## src/rtl/reg_write_decoder.sv

```systemverilog
// 32-entry register file written through a req/ack handshake FSM, with a one-hot write-enable
// decode and a 32-cycle walking clear. Optional macro R0_ZERO_EN makes index 0 read as zero.
module reg_write_decoder #(
  parameter int                    DATA_WIDTH  = 32,
  parameter logic [DATA_WIDTH-1:0] RESET_VALUE = '0
) (
  input  logic                  CLK,
  input  logic                  RST,
  input  logic                  WR_REQ,
  input  logic [4:0]            WR_ADDR,
  input  logic [DATA_WIDTH-1:0] WR_DATA,
  input  logic                  CLR,
  input  logic [4:0]            RD_ADDR,
  output logic [DATA_WIDTH-1:0] RD_DATA,
  output logic [31:0]           WR_EN_ONEHOT,
  output logic                  WR_ACK,
  output logic                  BUSY
);

  typedef enum logic [2:0] {
    IDLE,
    DECODE,
    COMMIT,
    ACK,
    CLEAR
  } state_t;

  state_t                state;
  state_t                state_nxt;
  logic [4:0]            counter;
  logic [4:0]            counter_nxt;
  logic [4:0]            lat_addr;
  logic [DATA_WIDTH-1:0] lat_data;
  logic                  latch_en;
  logic [DATA_WIDTH-1:0] storage [32];

  logic [31:0]           onehot_nxt;
  logic                  ack_nxt;
  logic                  store_en;
  logic                  store_ok;
  logic [4:0]            store_addr;
  logic [DATA_WIDTH-1:0] store_data;

  function automatic logic [31:0] decode(input logic [4:0] idx);
    logic [31:0] d;
    d = 32'd1 << idx;
`ifdef R0_ZERO_EN
    d[0] = 1'b0;
`endif
    return d;
  endfunction

  always_ff @(posedge CLK) begin
    if (RST) begin
      state <= IDLE;
    end else begin
      state <= state_nxt;
    end
  end

  always_comb begin
    state_nxt = state;
    case (state)
      IDLE: begin
        if (CLR) begin
          state_nxt = CLEAR;
        end else if (WR_REQ) begin
          state_nxt = DECODE;
        end
      end
      DECODE: state_nxt = COMMIT;
      COMMIT: state_nxt = ACK;
      ACK: begin
        if (!WR_REQ) begin
          state_nxt = IDLE;
        end
      end
      CLEAR: begin
        if (counter == 5'd31) begin
          state_nxt = IDLE;
        end
      end
      default: state_nxt = IDLE;
    endcase
  end

  // Next values for the registered outputs and the storage write port.
  always_comb begin
    onehot_nxt  = '0;
    ack_nxt     = 1'b0;
    store_en    = 1'b0;
    store_addr  = lat_addr;
    store_data  = lat_data;
    counter_nxt = counter;
    latch_en    = 1'b0;
    case (state)
      IDLE: begin
        if (CLR) begin
          counter_nxt = 5'd0;
        end else if (WR_REQ) begin
          latch_en = 1'b1;
        end
      end
      DECODE: onehot_nxt = decode(lat_addr);
      COMMIT: begin
        store_en = 1'b1;
        ack_nxt  = 1'b1;
      end
      ACK: ack_nxt = WR_REQ;
      CLEAR: begin
        store_en    = 1'b1;
        store_addr  = counter;
        store_data  = RESET_VALUE;
        onehot_nxt  = decode(counter);
        counter_nxt = counter + 5'd1;
      end
      default: begin
        onehot_nxt = '0;
      end
    endcase
  end

`ifdef R0_ZERO_EN
  assign store_ok = store_en && (store_addr != 5'd0);
  assign RD_DATA  = (RD_ADDR == 5'd0) ? '0 : storage[RD_ADDR];
`else
  assign store_ok = store_en;
  assign RD_DATA  = storage[RD_ADDR];
`endif

  // Reset wipes every word so an aborted write or clear leaves nothing behind.
  always_ff @(posedge CLK) begin
    if (RST) begin
      counter      <= 5'd0;
      lat_addr     <= 5'd0;
      lat_data     <= '0;
      WR_EN_ONEHOT <= '0;
      WR_ACK       <= 1'b0;
      BUSY         <= 1'b0;
      for (int i = 0; i < 32; i++) begin
        storage[i] <= RESET_VALUE;
      end
    end else begin
      counter      <= counter_nxt;
      WR_EN_ONEHOT <= onehot_nxt;
      WR_ACK       <= ack_nxt;
      BUSY         <= (state_nxt != IDLE);
      if (latch_en) begin
        lat_addr <= WR_ADDR;
        lat_data <= WR_DATA;
      end
      if (store_ok) begin
        storage[store_addr] <= store_data;
      end
    end
  end

endmodule

```

## config.mk

```make
export PLATFORM = sky130hd
export DESIGN_NAME = reg_write_decoder
export DESIGN_NICKNAME = d
export VERILOG_FILES = /design/src/rtl/reg_write_decoder.sv
export SDC_FILE = /design/constraint.sdc
export NUM_CORES = 1
export LEC_CHECK = 0
export ABC_CLOCK_PERIOD_IN_PS = 3450
export CORE_ASPECT_RATIO = 1.1
export CORE_MARGIN = 2
export CORE_UTILIZATION = 44
export DETAILED_ROUTE_END_ITERATION = 10
export GPL_TIMING_DRIVEN = 0
export PLACE_DENSITY = 0.69
export SYNTH_ARGS = -nofsm -noshare
export SYNTH_HDL_FRONTEND = slang
export SYNTH_SLANG_ARGS = --single-unit
```

## constraint.sdc

```tcl
create_clock -name CLK -period 3.45 [get_ports CLK]
set_input_delay 0.69 -clock CLK [delete_from_list [all_inputs] [get_ports CLK]]
set_output_delay 0.69 -clock CLK [all_outputs]
set_load 0.05 [all_outputs]
```

==> flow_metrics.tcl, run 1 <==
set metrics [dict create \
    grt_pass1_vias 30860 \
    start_kind "input pin" \
    rsz0062_at_grt "true" \
    critPathMaxStageDelay_ns 0.58 \
    maxClockFrequency_mhz 287.3 \
    synth-edff-count 1024 \
    track_usage 0.2473 \
    clock_skew_ns 0.02579 \
    tightestPinTransition_ns 1.044 \
    synth_area_mm2 0.04732 \
    hold_buffers 0 \
    hold_class "flop to flop" \
    slowest_stage "clkdlybuf4s50_1" \
    peakVddDrop_mv 0.4517 \
    die_y_um 348.0 \
    dpl.hpwl_mm 98.36 \
    initial_utilization 0.4421 \
    drc_errors 0 \
    drv_slew 0 \
    powerDensity_mw_per_mm2 541.2 \
    syn_inst 3831 \
    cts_tree "built" \
    syn_to_final_growth_pct 16.60 \
    postSynthAreaPerCell_um2 12.35 \
    p_leak_nw 19.72 \
    synth_most_common_cell "nor2_1" \
    cts_root_buf "clkbuf_16" \
    yosys-top-cells-area "edfxtp_1 65%, mux2i_1 11%, nor2_1 8.5%" \
    detail_route.wl_per_cell_um 24.64 \
    crit_type "input pin to output pin" \
    rr_worst_depth 9 \
    p_total_mw 29.86 \
    dr.pass1.iters 6 \
    max_cap_violations 0 \
    grt.overflow.total 0 \
    violations "setup timing" \
    setup-tns-final_ns -0.03952 \
    status "finished, violations left" \
    cp-endpoint "RD_DATA[22]" \
    core_mm2 0.1070 \
    dp.cells 5360 \
    grt_pass1_wl_mm 198.7 \
    layout_setup_ws_ns -0.03077 \
    fin_area_mm2 0.05518 \
    period_share 1.009 \
    synth_commonest_cells "1070 x nor2_1, 1024 x edfxtp_1, 514 x mux2i_1, 245 x nand2_1, 220 x clkbuf_1" \
    cts_num_sinks 1103 \
    async_reset_ff_frac 0 \
    path_cells "clkdlybuf4s50_1, or2_4, clkbuf_8, nor3_4, a31oi_1, nand3_2, buf_4" \
    post-cts-setup-buffers 0 \
    ys_seq_area_frac 0.6832 \
    r2r-start "state[2]$_SDFF_PP0_" \
    design.die.area_mm2 0.1102 \
    crit_buf_inv 3 \
    die_w_um 316.7 \
    nNetsFinal 4113 \
    synth_ff_type "edfxtp_1" \
    drtIter0Drc 3602 \
    cp_data_required_time_ns 2.76 \
    row_count 126 \
    cts_buffers 112 \
    stdcell_count 5572 \
    worstSkewPairLatency_ns 0.71 \
    crit_arrival_ns 2.79 \
    setup_viol 2 \
    wirelength_mm 137.3 \
    num_vias 31760 \
    r2r_setup_slack_ns 0.17 \
    antenna_left 0 \
    cp_num_cells 7 \
    crit_family "buffers and inverters" \
    yosys_warnings 0 \
    antenna_found_initial 1 \
    htree_levels 3 \
    clk_pin_slew_ns 0.06 \
    synth_area_leader_cell "edfxtp_1" \
    hold_violations 0 \
    gp_congestion 0.9551 \
    whs_ns 0.4566 \
    slew_headroom 0.3039 \
    fin_crit_ns 3.481 \
    vias_per_cell 5.700 \
    ios 112 \
    hold_depth 2 \
    n_fill_cell 9025 \
    io_buffers 109 \
    yosysUniqueCellTypes 35 \
    grt_max_degree 33 \
    placed_cell_area_mm2 0.05051 \
    cts_max_path_buffers 3 \
    critPathLaunch "RD_ADDR[3]" \
    synth_top_cell_area_share 0.6498 \
    synth_seq_cells 1103 \
    end_kind "output pin" \
    syn_nets 3879 \
    path_max_fanout 10 \
    r2r_end "storage[5][1]$_SDFFCE_PN0P_" \
    drive_gt1_frac 0.1247 \
]
## where the power goes
group	total, mW	internal [mW]	switching (mW)
clock network	12.1	6.91	5.22
registers	15.2	15.0	0.135
logic	2.57	0.765	1.81
## worst min-delay path, stage by stage (launching register included)
cell     delay (ns)
dfxtp_1        0.31
nand2_1        0.05
a21oi_1        0.05
## stage by stage
step	utilization	worst slack [ns]
floorplan	-	0.3324
global placement	0.4687	-2.188
detailed placement	0.4718	-2.226
CTS	0.5141	-0.003425
global route	0.5154	-0.02141
finish	0.5155	-0.03077
## metal layers
layer	vias up	wire, um	global-route usage
li1	14100	-	-
met1	15790	53160	0.3222
met2	1569	66010	0.4054
met3	292	10810	0.03312
met4	0	7335	0.1250
met5	-	0	0
## final cells by class
class,count,area (um2),area share
antenna,3,7.507,0.0001360
clock inverter,60,621.8,0.01127
clock buffer,150,3055,0.05537
timing repair buffer,121,1241,0.02249
tap,1408,1762,0.03193
inverter,3,11.26,0.0002041
multi-input combinational,2378,14280,0.2588
buffer,346,1869,0.03388
sequential,1103,32330,0.5859
## sequential cells by signal, indices dropped and copies added, names as in the netlist
| register | flops |
|---|---|
| storage | 1024 |
| WR_EN_ONEHOT | 32 |
| lat_data | 32 |
| counter | 5 |
| lat_addr | 5 |
| state | 3 |
| BUSY | 1 |
| WR_ACK | 1 |
## cell families (layout without fill, tap and decap cells)
family	count (synthesis)	after routing	share of synthesized area
flops	1103	1103	0.6832
compound gates	339	339	0.04706
simple gates	1518	1518	0.1287
fa+ha+maj	2	2	0.0005287
mux	519	519	0.1101
other cells	0	3	0
buf+inv	350	680	0.03043
## placed cells by master (no fill, tap or decap), drive strengths merged
master,count
and3,1
and2,3
o21ai,6
dlymetal6s2s,1
nand3,97
or3,2
clkinvlp,3
nor4,3
diode,3
clkinv,45
nand2,245
a22o,64
or2,2
a31oi,34
buf,167
and3b,3
nand3b,2
a21oi,136
nor2,1070
nand2b,37
mux2i,517
a22oi,98
ha,2
edfxtp,1024
bufinv,9
mux2,2
nor2b,4
inv,6
o21a,1
dfxtp,79
nor3b,5
clkbuf,375
nor3,44
clkdlybuf4s50,74
## what timing repair did
action / 4_1_cts / 5_1_grt
pin swaps: 0 / 2
resized for setup: 506 / 47
setup endpoints to repair: 451 / 708
## how the worst min path moves through the flow
stage	start	endpoint	slack, ns
floorplan	lat_data[0]$_SDFFE_PP0P_	lat_data[0]$_SDFFE_PP0P_	0.44
CTS	lat_data[28]$_SDFFE_PP0P_	lat_data[28]$_SDFFE_PP0P_	0.46
global placement	lat_data[4]$_SDFFE_PP0P_	lat_data[4]$_SDFFE_PP0P_	0.44
global route	lat_data[26]$_SDFFE_PP0P_	lat_data[26]$_SDFFE_PP0P_	0.48
detailed placement	lat_data[28]$_SDFFE_PP0P_	lat_data[28]$_SDFFE_PP0P_	0.45
finish	lat_data[26]$_SDFFE_PP0P_	lat_data[26]$_SDFFE_PP0P_	0.46
Power figures use the tool's default switching activity.
==> inputs of run 2 (changes only) <==
ABC_CLOCK_PERIOD_IN_PS = 4250   (was 3450)
CORE_ASPECT_RATIO = 1.75   (was 1.1)
SETUP_SLACK_MARGIN = 0.05   (was unset)
clock period = 4.25 ns   (was 3.45 ns; I/O delays follow)
==> run 2 against run 1 <==
  * The flow still finishes with violations (setup timing)
  * Critical path depth rose by 2
  * Clock power fell by 25%
  * Core utilization fell by 0.84 points
  * Total power down 21%
  * Cell area is 1.6% lower
  * Sequential cell count stayed put
==> flow_metrics.tcl, run 2 (synthesis gave the netlist of run 1 again) <==
set metrics [dict create \
    status "finished, violations left" \
    violations "setup timing" \
    cts_tree "built" \
    peakVddDrop_mv 0.3125 \
    crit_type "input pin to output pin" \
    ios 112 \
    end_kind "output pin" \
    vias_per_cell 5.740 \
    critPathMaxStageDelay_ns 0.65 \
    io_buffers 109 \
    detail_route.wl_per_cell_um 26.84 \
    start_kind "input pin" \
    pwr-share-comb 0.089 \
    grt-busiest-layer "met2" \
    cp_data_required_time_ns 3.40 \
    powerDensity_mw_per_mm2 432.7 \
    period_share 1.002 \
    gp_congestion 0.9557 \
    fin_crit_ns 4.256 \
    p_total_mw 23.48 \
    grtUsageMet3 0.04899 \
    syn_to_final_growth_pct 14.69 \
    cts_buffers 97 \
    switchingPower_mw 5.701 \
    internal-power_mw 17.78 \
    switching_share 0.2428 \
    crit_arrival_ns 3.41 \
    row_count 159 \
    clock_skew_ns 0.03216 \
    grt_pass1_wl_mm 210.1 \
    nNetsFinal 4112 \
    n_fill_cell 9164 \
    largest_register_ffs 1024 \
    dr.pass1.iters 7 \
    antenna_found_initial 5 \
    cts_max_path_buffers 3 \
    die_w_um 251.9 \
    design.die.area_mm2 0.1103 \
    rsz0062_at_grt "true" \
    slowest_stage "clkdlybuf4s50_1" \
    grt_pass1_vias 32320 \
    drc_errors 0 \
    wirelength_mm 148.1 \
    drv_slew 0 \
    dpl.hpwl_mm 111.3 \
    cts_root_buf "clkbuf_16" \
    clkPwrFrac 0.387 \
    cts_num_sinks 1103 \
    antenna_left 0 \
    hold_violations 0 \
    drive_gt1_frac 0.1109 \
    power_frac_seq 0.524 \
    grtUsageMet2 0.4820 \
    initial_utilization 0.4422 \
    track_usage 0.2659 \
    clk_pin_slew_ns 0.07 \
    worstSkewPairLatency_ns 0.72 \
    p_leak_nw 19.25 \
    setup_viol 1 \
    die_y_um 437.8 \
    max_cap_violations 0 \
    num_vias 31690 \
    path_max_fanout 10 \
    path_cells "clkdlybuf4s50_1, and2_1, clkbuf_4, clkbuf_8, buf_2, a22oi_1, nand3_1, nand3_1, clkdlybuf4s18_2" \
    core_mm2 0.1070 \
    slew_headroom 0.3422 \
    hold_class "flop to flop" \
    final_common_cell "nor2_1" \
    most-common-layout-cells "1070 x nor2_1, 1024 x edfxtp_1, 514 x mux2i_1, 245 x nand2_1, 179 x clkbuf_1" \
    cp_common_cell "nand3_1" \
    met1_usage 0.2711 \
    drtIter0Drc 3628 \
    largest_register "storage" \
    grt_max_degree 33 \
    grt.overflow.total 0 \
    reg_top3 "storage x1024, WR_EN_ONEHOT x32, lat_data x32" \
    final_util 0.5071 \
    htree_levels 3 \
    layout_setup_ws_ns -0.006389 \
    maxClockFrequency_mhz 234.9 \
    tightestPinTransition_ns 0.9867 \
]
run 2: changes by cell type in the layout (fill, tap and decap cells not counted), sizes merged:
| cell | previous run | this run |
|---|---|---|
| clkbuf | 375 | 340 |
| clkdlybuf4s15 | 0 | 10 |
| buf | 167 | 172 |
| clkinv | 45 | 41 |
| clkdlybuf4s18 | 0 | 3 |
| clkdlybuf4s50 | 74 | 77 |
| clkinvlp | 3 | 5 |
| diode | 3 | 5 |
| inv | 6 | 8 |
| bufinv | 9 | 10 |
| dlymetal6s2s | 1 | 0 |
run 2: power groups by stage:
stage / combinational (mW) / sequential (mW) / clock (mW)
after detailed placement: 2.05 / 12.5 / 0
after CTS: 2.06 / 12.3 / 9.08
after global placement: 1.96 / 12.5 / 0
after global routing: 2.17 / 12.3 / 9.46
after floorplan: 1.18 / 12.5 / 0
final: 2.09 / 12.3 / 9.09
run 2: area by class of cell:
class / instances / area [um2] / share of cell area
clock inverters: 61 / 600.6 / 0.01106
plain buffers: 347 / 1699 / 0.03130
flip-flops and latches: 1103 / 32330 / 0.5957
inverters: 3 / 11.26 / 0.0002075
multi-input cells: 2378 / 13790 / 0.2540
repair buffers: 134 / 1513 / 0.02787
diodes: 5 / 12.51 / 0.0002305
well taps: 1368 / 1712 / 0.03153
clock buffers: 121 / 2611 / 0.04811
run 2: per-stage QoR:
| stage | instances | hold WS (ns) | instance area [um2] | worst slack (ns) | TNS [ns] |
|---|---|---|---|---|---|
| 2_1_floorplan | 3831 | 0.4366 | 47320 | 0.8124 | 0 |
| 3_3_place_gp | 5308 | 0.4455 | 50130 | -1.926 | -114.60 |
| 3_5_place_dp | 5333 | 0.4485 | 50720 | -1.989 | -52.79 |
| 4_1_cts | 5515 | 0.4575 | 54230 | 0.03126 | 0 |
| 5_1_grt | 5516 | 0.4800 | 54270 | -0.04749 | -0.09423 |
| 6_report | 5520 | 0.4580 | 54280 | -0.006389 | -0.006389 |
run 2: path summary, 6_finish.rpt:
check | from | end | slack (ns) | cells after the start
worst max-delay path | RD_ADDR[0] | RD_DATA[14] | -0.006 | 9
worst max register to register | state[2]$_SDFF_PP0_ | storage[8][11]$_SDFFCE_PN0P_ | 0.48 | 8
worst min-delay path | lat_data[0]$_SDFFE_PP0P_ | lat_data[0]$_SDFFE_PP0P_ | 0.46 | 2
worst min register to register | lat_data[0]$_SDFFE_PP0P_ | lat_data[0]$_SDFFE_PP0P_ | 0.46 | 2
run 2: per-layer routing:
| layer | up-vias | wire length, um |
|---|---|---|
| li1 | 14020 | - |
| met1 | 15510 | 47210 |
| met2 | 1635 | 76620 |
| met3 | 508 | 11720 |
| met4 | 6 | 12470 |
| met5 | - | 103 |
run 2: critical path, delay by kind of cell:
kind                   cells  cell delay [ns]
buffers and inverters      5             1.87
and+or+nand+nor            3             0.50
AOI/OAI and AO/OA          1             0.18
run 2: repair_timing:
action                                  in CTS  in global routing
hold buffers                                 0                  0
buffers inserted                             0                  0
endpoints found under the setup margin      32                 28
hold endpoints to repair                     0                  0
resized for setup                          309                 48
pin swaps                                    1                  1
